`src/rtl/expr_parser_n.sv`:
```
// expr_parser_n: turns a stream of decoded key tokens (digits and operator
// codes) into two unsigned operands and one operator for the ALU. The result
// is handed over on a valid/ready handshake. Overflow, syntax and bad-digit
// errors are reported through a sticky err flag that only OP_CLR clears.
module expr_parser_n #(
   parameter int              W       = 16,
   parameter int              MAX_DIG = 5,
   parameter int              OP_W    = 4,
   parameter logic [OP_W-1:0] OP_EQ   = 4'hF,
   parameter logic [OP_W-1:0] OP_CLR  = 4'hE
) (
   input  logic            clk,
   input  logic            rst,
   input  logic [3:0]      digit_i,
   input  logic            digit_vld,
   input  logic [OP_W-1:0] op_i,
   input  logic            op_vld,
   output logic [W-1:0]    operand_a,
   output logic [W-1:0]    operand_b,
   output logic [OP_W-1:0] operation,
   output logic            res_vld,
   input  logic            res_rdy,
   output logic            busy,
   output logic            err,
   output logic [1:0]      err_code
);

   localparam int CNT_W = $clog2(MAX_DIG + 1);

   typedef enum logic [2:0] {
      A_FIRST = 3'd0,
      A_NUM   = 3'd1,
      B_FIRST = 3'd2,
      B_NUM   = 3'd3,
      HOLD    = 3'd4,
      ERR     = 3'd5
   } state_t;

   localparam logic [1:0] CODE_OVF = 2'b01;
   localparam logic [1:0] CODE_SYN = 2'b10;
   localparam logic [1:0] CODE_DIG = 2'b11;

   state_t            state_q, state_d;
   logic [W-1:0]      acc_a_q, acc_a_d;
   logic [W-1:0]      acc_b_q, acc_b_d;
   logic [CNT_W-1:0]  cnt_q, cnt_d;
   logic [OP_W-1:0]   op_q, op_d;
   logic              res_vld_q, res_vld_d;
   logic              busy_q, busy_d;
   logic              err_q, err_d;
   logic [1:0]        err_code_q, err_code_d;

   logic              digit_tok;
   logic              op_tok;
   logic              bad_digit;
   logic [W-1:0]      acc_sel;
   logic [W+3:0]      acc_ext;
   logic              acc_ovf;

   // Token arbitration and the shared multiply-accumulate datapath.
   // A digit always wins over a simultaneous operator; acc*10+digit is
   // formed 4 bits wider than the operand so overflow shows up in the top bits.
   always_comb begin
      digit_tok = digit_vld;
      op_tok    = op_vld && !digit_vld;
      bad_digit = digit_i > 4'd9;
      acc_sel   = (state_q == B_NUM) ? acc_b_q : acc_a_q;
      acc_ext   = ({4'b0000, acc_sel} * (W+4)'(10)) + {{W{1'b0}}, digit_i};
      acc_ovf   = acc_ext[W+3:W] != 4'b0000;
   end

   // Next-state logic for the token parser; status outputs follow state_d so
   // they appear registered one cycle after the token that caused them.
   always_comb begin
      state_d    = state_q;
      acc_a_d    = acc_a_q;
      acc_b_d    = acc_b_q;
      cnt_d      = cnt_q;
      op_d       = op_q;
      err_code_d = err_code_q;

      case (state_q)
         A_FIRST, B_FIRST: begin
            if (digit_tok) begin
               if (bad_digit) begin
                  state_d    = ERR;
                  err_code_d = CODE_DIG;
               end else begin
                  if (state_q == A_FIRST) begin
                     acc_a_d = {{(W-4){1'b0}}, digit_i};
                     state_d = A_NUM;
                  end else begin
                     acc_b_d = {{(W-4){1'b0}}, digit_i};
                     state_d = B_NUM;
                  end
                  cnt_d = CNT_W'(1);
               end
            end else if (op_tok) begin
               if (op_i == OP_CLR) begin
                  state_d    = A_FIRST;
                  acc_a_d    = '0;
                  acc_b_d    = '0;
                  cnt_d      = '0;
                  err_code_d = 2'b00;
               end else begin
                  state_d    = ERR;
                  err_code_d = CODE_SYN;
               end
            end
         end
         A_NUM, B_NUM: begin
            if (digit_tok) begin
               if (bad_digit) begin
                  state_d    = ERR;
                  err_code_d = CODE_DIG;
               end else if (cnt_q < CNT_W'(MAX_DIG)) begin
                  if (acc_ovf) begin
                     state_d    = ERR;
                     err_code_d = CODE_OVF;
                  end else begin
                     if (state_q == A_NUM) acc_a_d = acc_ext[W-1:0];
                     else                  acc_b_d = acc_ext[W-1:0];
                     cnt_d = cnt_q + CNT_W'(1);
                  end
               end
            end else if (op_tok) begin
               if (op_i == OP_CLR) begin
                  state_d    = A_FIRST;
                  acc_a_d    = '0;
                  acc_b_d    = '0;
                  cnt_d      = '0;
                  err_code_d = 2'b00;
               end else if (state_q == A_NUM) begin
                  if (op_i == OP_EQ) begin
                     state_d    = ERR;
                     err_code_d = CODE_SYN;
                  end else begin
                     op_d    = op_i;
                     cnt_d   = '0;
                     state_d = B_FIRST;
                  end
               end else begin
                  if (op_i == OP_EQ) begin
                     state_d = HOLD;
                  end else begin
                     state_d    = ERR;
                     err_code_d = CODE_SYN;
                  end
               end
            end
         end
         HOLD: begin
            if (res_vld_q && res_rdy) begin
               state_d = A_FIRST;
               cnt_d   = '0;
            end
         end
         ERR: begin
            if (op_tok && op_i == OP_CLR) begin
               state_d    = A_FIRST;
               acc_a_d    = '0;
               acc_b_d    = '0;
               cnt_d      = '0;
               err_code_d = 2'b00;
            end
         end
         default: begin
            state_d = A_FIRST;
         end
      endcase

      res_vld_d = (state_d == HOLD);
      busy_d    = (state_d == HOLD);
      err_d     = (state_d == ERR);
   end

   // State and output registers; reset discards any partial expression at once.
   always_ff @(posedge clk or posedge rst) begin
      if (rst) begin
         state_q    <= A_FIRST;
         acc_a_q    <= '0;
         acc_b_q    <= '0;
         cnt_q      <= '0;
         op_q       <= '0;
         res_vld_q  <= 1'b0;
         busy_q     <= 1'b0;
         err_q      <= 1'b0;
         err_code_q <= 2'b00;
      end else begin
         state_q    <= state_d;
         acc_a_q    <= acc_a_d;
         acc_b_q    <= acc_b_d;
         cnt_q      <= cnt_d;
         op_q       <= op_d;
         res_vld_q  <= res_vld_d;
         busy_q     <= busy_d;
         err_q      <= err_d;
         err_code_q <= err_code_d;
      end
   end

   assign operand_a = acc_a_q;
   assign operand_b = acc_b_q;
   assign operation = op_q;
   assign res_vld   = res_vld_q;
   assign busy      = busy_q;
   assign err       = err_q;
   assign err_code  = err_code_q;

endmodule

```
`config.mk`:
```
export PLATFORM = sky130hd
export DESIGN_NAME = expr_parser_n
export DESIGN_NICKNAME = d
export VERILOG_FILES = /design/src/rtl/expr_parser_n.sv
export SDC_FILE = /design/constraint.sdc
export NUM_CORES = 1
export LEC_CHECK = 0
export BUFFER_PORTS_ARGS = -buffer_cell sky130_fd_sc_hd__buf_2
export CAP_MARGIN = 5
export CORE_ASPECT_RATIO = 0.5
export CORE_UTILIZATION = 53
export DETAILED_ROUTE_END_ITERATION = 8
export HOLD_SLACK_MARGIN = 0.02
export MAX_ROUTING_LAYER = met4
export PLACE_DENSITY = 0.73
export REMOVE_ABC_BUFFERS = 1
export SLEW_MARGIN = 25
export SYNTH_ARGS = -nofsm -noshare
export SYNTH_HDL_FRONTEND = slang
export SYNTH_SLANG_ARGS = --single-unit
```
`constraint.sdc`:
```
create_clock -name clk -period 5.1 [get_ports clk]
set_clock_uncertainty 0.15 [all_clocks]
set_input_delay 0.765 -clock clk [delete_from_list [all_inputs] [get_ports clk]]
set_output_delay 0.765 -clock clk [all_outputs]
set_load 0.02 [all_outputs]
```
; Word-level counts from Yosys, hierarchy flattened
; Cells that the tools add are included.
[classes]
n_addsub = 2
n_mul = 1
n_div = 0
n_lt_le_gt_ge = 2
eq_ne = 29
shift = 0
muxes = 71
bitwise = 3
n_reduce_logical = 15
[ops]
columns = operator, count
row1 = $mux W16, 22
row2 = $pmux W16 S3, 2
row3 = $mux W3, 28
row4 = $ne A3 B3 Y1 const B, 12
row5 = $mux W2, 15
row6 = $pmux W3 S4, 2
row7 = $add A20 B4 Y20, 1
row8 = $mul A16 B3 Y19 const B, 1
row9 = $ne A4 B4 Y1 const B, 4
row10 = $reduce_and A8 Y1, 2
row11 = $eq A3 B3 Y1 const B, 4
row12 = $reduce_and A12 Y1, 1
row13 = $ne A5 B5 Y1 const B, 2
row14 = $reduce_and A9 Y1, 1
row15 = $eq A4 B4 Y1 const B, 2
row16 = $reduce_bool A4 Y1, 2
row17 = $eq A3 B2 Y1 const B, 2
row18 = $pmux W2 S3, 1
row19 = $reduce_and A6 Y1, 1
row20 = $gt A4 B4 Y1 const B, 1
row21 = $ne A2 B2 Y1 const B, 2
row22 = $reduce_or A2 Y1, 2
row23 = $add A3 B1 Y3 const B, 1
row24 = $eq A3 B1 Y1 const B, 1
row25 = 7 further kinds, 11
[totals]
register_bits = 46
latchBits = 0
ramBits = 0
mem_bits_ro = 0
in_bits = 13
output_inout_bits = 41
wordCells = 131
mem_count = 0

; Longest topological paths before layout
[depth]
depth_word = 11
depth_mapped = 21
ltp_nobuf = 19

; Worst setup path before layout
; No wires, ideal clock.
[synth_path]
path_kind = reg2reg
startpoint = register state_q[0]
endpoint = register acc_b_q[15] (netlist: operand_b[15])
setup_ns = 0.121
arrival_ns = 4.933
required_ns = 4.829
path_slack_ns = -0.104
stages_incl_launch_ff = 21
path_buffers = 3
period_less_slack_ns = 5.204
path_cell_list = dfrtp_1 > inv_1 > nor2_1 > nand2_1 > clkbuf_1 > clkbuf_1 > mux2_2 > ha_1 > ha_1 > inv_1 > fa_1 > nor4b_4 > o311a_2 > nand4b_2 > a2111oi_4 > nand4_2 > a211oi_2 > a211o_1 > buf_6 > nand2_4 > a22o_1
[synth_between]
elab_chain_cells = 10
elab_cells_between_ends = 26
classes_between = add/sub: 1 / mul: 1 / eq/ne: 11 / mux: 7 / reduce/logical: 6
[synth_rtl]
columns = element, line_no
row1 = from (decl), 43  ; state_t state_q, state_d;
row2 = from (signal assigned), 190  ; state_q <= state_d;
row3 = $eq A3 B2 Y1, "67, 82"
row4 = $mux W16, 67  ; acc_sel = (state_q == B_NUM) ? acc_b_q : acc_a_q;
row5 = $mul A16 B3 Y19, 68  ; acc_ext = ({4'b0000, acc_sel} * (W+4)'(10)) + {{W{1'b0}}, digit_i};
row6 = $add A20 B4 Y20, 68
row7 = $mux W16, 121  ; if (state_q == A_NUM) acc_a_d = acc_ext[W-1:0];
row8 = $mux W16, 117  ; if (acc_ovf) begin
row9 = $mux W16, 116  ; end else if (cnt_q < CNT_W'(MAX_DIG)) begin
row10 = $mux W16, 113  ; if (bad_digit) begin
row11 = $mux W16, 112  ; if (digit_tok) begin
row12 = $pmux W16 S3, 82  ; case (state_q)
row13 = to (signal assigned), 182  ; acc_b_q <= '0;
row14 = to (signal assigned), 192  ; acc_b_q <= acc_b_d;
row15 = to (decl), 45  ; logic [W-1:0] acc_b_q, acc_b_d;
; Several ways; a longest one is shown, not always the timed one. The select of a mux whose other input is x is not followed.
; A chain may end at the register's enable or synchronous reset.

; Worst setup path in the final report
[layout_path]
startpoint = register state_q[0]
endpoint = register acc_b_q[14] (netlist: operand_b[14])
; Same word-level chain as after synthesis.

==> flow_summary.yaml <==
run_status:
  outcome: "complete, no violations"
placed_design:
  port_buffers: 53
  gp_congestion: 0.924
  dp.cells: 629
  pre_cts_ws_ns: -0.117
  post-dp-hpwl_um: 8580
yosys:
  synth-seq-area-share_pct: 27.7
  synthCells: 478
  syn_area_mm2: 0.00415
  synth.largest_area_cell: "dfrtp_1"
  synthDistinctLibCells: 77
  synth_edf_count: 0
  ys_ff_latch: 46
  async_flop_share_pct: 100
  avgSynthCellArea_um2: 8.68
  yosys-top-cells-area: "dfrtp_1 (28%), ha_1 (7.5%), o21ai_0 (4.5%)"
  netlist.area_leader.share_pct: 27.7
  synth_flop_cell: "dfrtp_1"
  yosysWarnings: 0
worst_setup_path:
  r2r_slack_ns: 0.13
  required_ns: 5.15
  path_buf_inv: 3
  crit_type: "reg -> reg"
  critical_path.startpoint_type: "register"
  crit_fanout: 6
  max_stage_delay_ns: 0.48
  critPathTopFamily: "compound AO/OA/AOI/OAI gates"
  path_cells: "inv_1, nor2_1, nand2_2, mux2_2, ha_1, ha_1, inv_1, fa_1, nor4b_4, o311a_2, nand4b_4, a2111oi_4, nand4_2, a211oi_4, o21ai_4, nor3_4, buf_4, a2bb2oi_1"
  crit_path_end_kind: "register"
  path_depth: 18
  arrival_ns: 5.02
  r2r_cells: 18
  slowest_stage: "fa_1"
finish:
  fill_cells: 650
  antenna_cells: 0
  syn2layout_area_growth_pct: 16.3
  drive_gt1_share_pct: 22.3
  nNetsFinal: 576
  seqCellArea_mm2: 0.00115
  multi_input_area_mm2: 0.00286
  fin_cells: 645
global_route:
  grt_overflow_total: 0
  grt_first_pass_wirelength_um: 18400
  track_usage_pct: 30.1
  antenna_found_initial: 0
  grt_max_degree: 47
  grt_pass1_vias: 3594
floorplanning:
  io_pins: 54
  initial_core_util_pct: 55.6
  dieArea_mm2: 0.00821
  die_h_um: 64.6
  core-area_mm2: 0.00746
  rows: 22
  die_x_um: 127
clocking:
  clk_pin_slew_worst_paths_ns: 0.06
  cts_tree: "done"
  htreeDepth: 2
  clockRootBuffer: "clkbuf_16"
  cts_buffers: 5
  numClockSinks: 46
  cts_buffer_depth: 2
  clock_latency_ns: 0.29
power:
  power_density_mw_per_mm2: 642
  peakVddDrop_uv: 349
  p_leak_nw: 2.31
route:
  drc: 0
  vias_per_cell: 6.02
  antenna_left: 0
  dr.pass1.iters: 5
  vias: 3882
  drt_iter0_markers: 305
  wl_um: 11700
  wire_per_inst_um: 18.1
timing:
  whs_ns: 0.327
  final_max_slew_viol_count: 0
  tightest_slew_ns: 0.822
  max_freq_mhz: 201
  slew_headroom_pct: 44.8
  setup-violations-final: 0
  finalCritPeriodShare_pct: 97.4
  final_hold_viol_count: 0
  layout_setup_ws_ns: 0.132
  layout_min_cycle_time_ns: 4.97
hold_path:
  min_path_type: "reg -> reg"
  holdPathStages: 2
flow_run:
  maxCapViolations: 0
[synth_stat cells (5+ instances only)]
library cell   n
dfrtp_1       46
mux2i_1       10
a21oi_1       26
nor3_1         5
mux2_2         8
nand3_1       14
and3_1        10
ha_1          25
nand2_1       44
a31oi_1        5
clkbuf_1      12
nor2_1        41
nor2b_1        5
xnor2_1       20
o21ai_0       37
inv_1         25
a2bb2oi_1     14
o2bb2ai_1     11
xor2_1        17
[path summary, 6_finish.rpt]
check,endpoint,from
setup / recovery,operand_b[14],state_q[0]
hold / removal,operation[0],operation[0]
setup reg to reg,operand_b[14],state_q[0]
hold reg to reg,operation[0],operation[0]
max in group asynchronous,operation[0],rst
min in group asynchronous,busy,rst
[area by class of cell]
cell class	count	area share (%)
sequential	46	23.9
clock buffer	6	2.67
clock inverter	2	0.778
timing repair buffer	72	8.72
multi-input combinational	386	59.2
tap	108	2.80
inverter	25	1.97
[where the power goes]
part / internal (mW) / switching [mW] / total [mW] / leakage, nW
sequential: 0.479 / 0.130 / 0.609 / 0.608
combinational: 0.836 / 1.28 / 2.12 / 1.62
clock: 0.231 / 0.138 / 0.369 / 0.0771
[worst register-to-register path: cells and delay by family (launching register included)]
| kind | cells | cell delay, ns |
|---|---|---|
| AOI/OAI and AO/OA | 5 | 1.40 |
| adders and majority gates | 3 | 1.03 |
| buffers and inverters | 3 | 0.32 |
| DFF | 1 | 0.37 |
| muxes | 1 | 0.41 |
| and+or+nand+nor | 6 | 1.19 |
[timing repair]
item | in CTS | in global routing
buffers inserted | 4 | 4
hold buffers | 0 | 0
resized for setup | 4 | 8
setup endpoints to repair | 22 | 39
pin swaps | 2 | 6
[routing by layer]
layer / share of wire (%) / GRT usage, %
met2: 45 / 45.7
met4: 1.2 / 6.85
met1: 48 / 42.0
met5: 0 / -
met3: 5.7 / 5.20
[placed cells by master (no fill, tap or decap), types with 4 or more instances in the layout]
master / Yosys / routed
inv_1: 25 / 24
nor3b_1: 4 / 4
ha_1: 25 / 25
o21a_1: 4 / 4
mux2i_1: 10 / 9
buf_4: 1 / 18
mux2_2: 8 / 8
nor2_1: 41 / 41
xor2_1: 17 / 17
clkbuf_16: 0 / 5
nand2b_1: 4 / 4
nand3_1: 14 / 14
o21ai_0: 37 / 37
a2bb2oi_1: 14 / 14
a22o_1: 4 / 4
nor3_1: 5 / 5
and3_1: 10 / 10
o2bb2ai_1: 11 / 11
a31oi_1: 5 / 5
nor2b_1: 5 / 5
a21o_1: 4 / 4
xnor2_1: 20 / 20
nand2_1: 44 / 43
buf_2: 3 / 53
a21oi_1: 26 / 26
dfrtp_1: 46 / 46
[state kept, by name, summed over array words and instances (netlist names)]
| signal | cells |
|---|---|
| operand_a | 16 |
| operand_b | 16 |
| operation | 4 |
| cnt_q | 3 |
| state_q | 3 |
| err_code | 2 |
| busy | 1 |
| err | 1 |
[metrics by stage]
stage | setup TNS (ns) | total power [mW] | area (µm²) | util (%)
detailed placement | -0.592 | 2.53 | 4530 | 60.7
floorplan | -12.33 | 2.00 | 4050 | -
CTS | 0 | 2.95 | 4750 | 63.6
global placement | 0 | 2.51 | 4530 | 60.7
global route | -0.101 | 3.30 | 4820 | 64.7
finish | 0 | 3.10 | 4820 | 64.7
[cell families after synthesis]
group,count (synthesis),synth area share [%]
DFF,46,27.7
and+or+nand+nor,145,17.9
xor gates and xnor gates,38,8.20
adders and majority gates,27,8.50
AOI/OAI and AO/OA,157,28.0
buffers and inverters,46,4.73
muxes,19,4.95
Power figures use the tool's default switching activity.
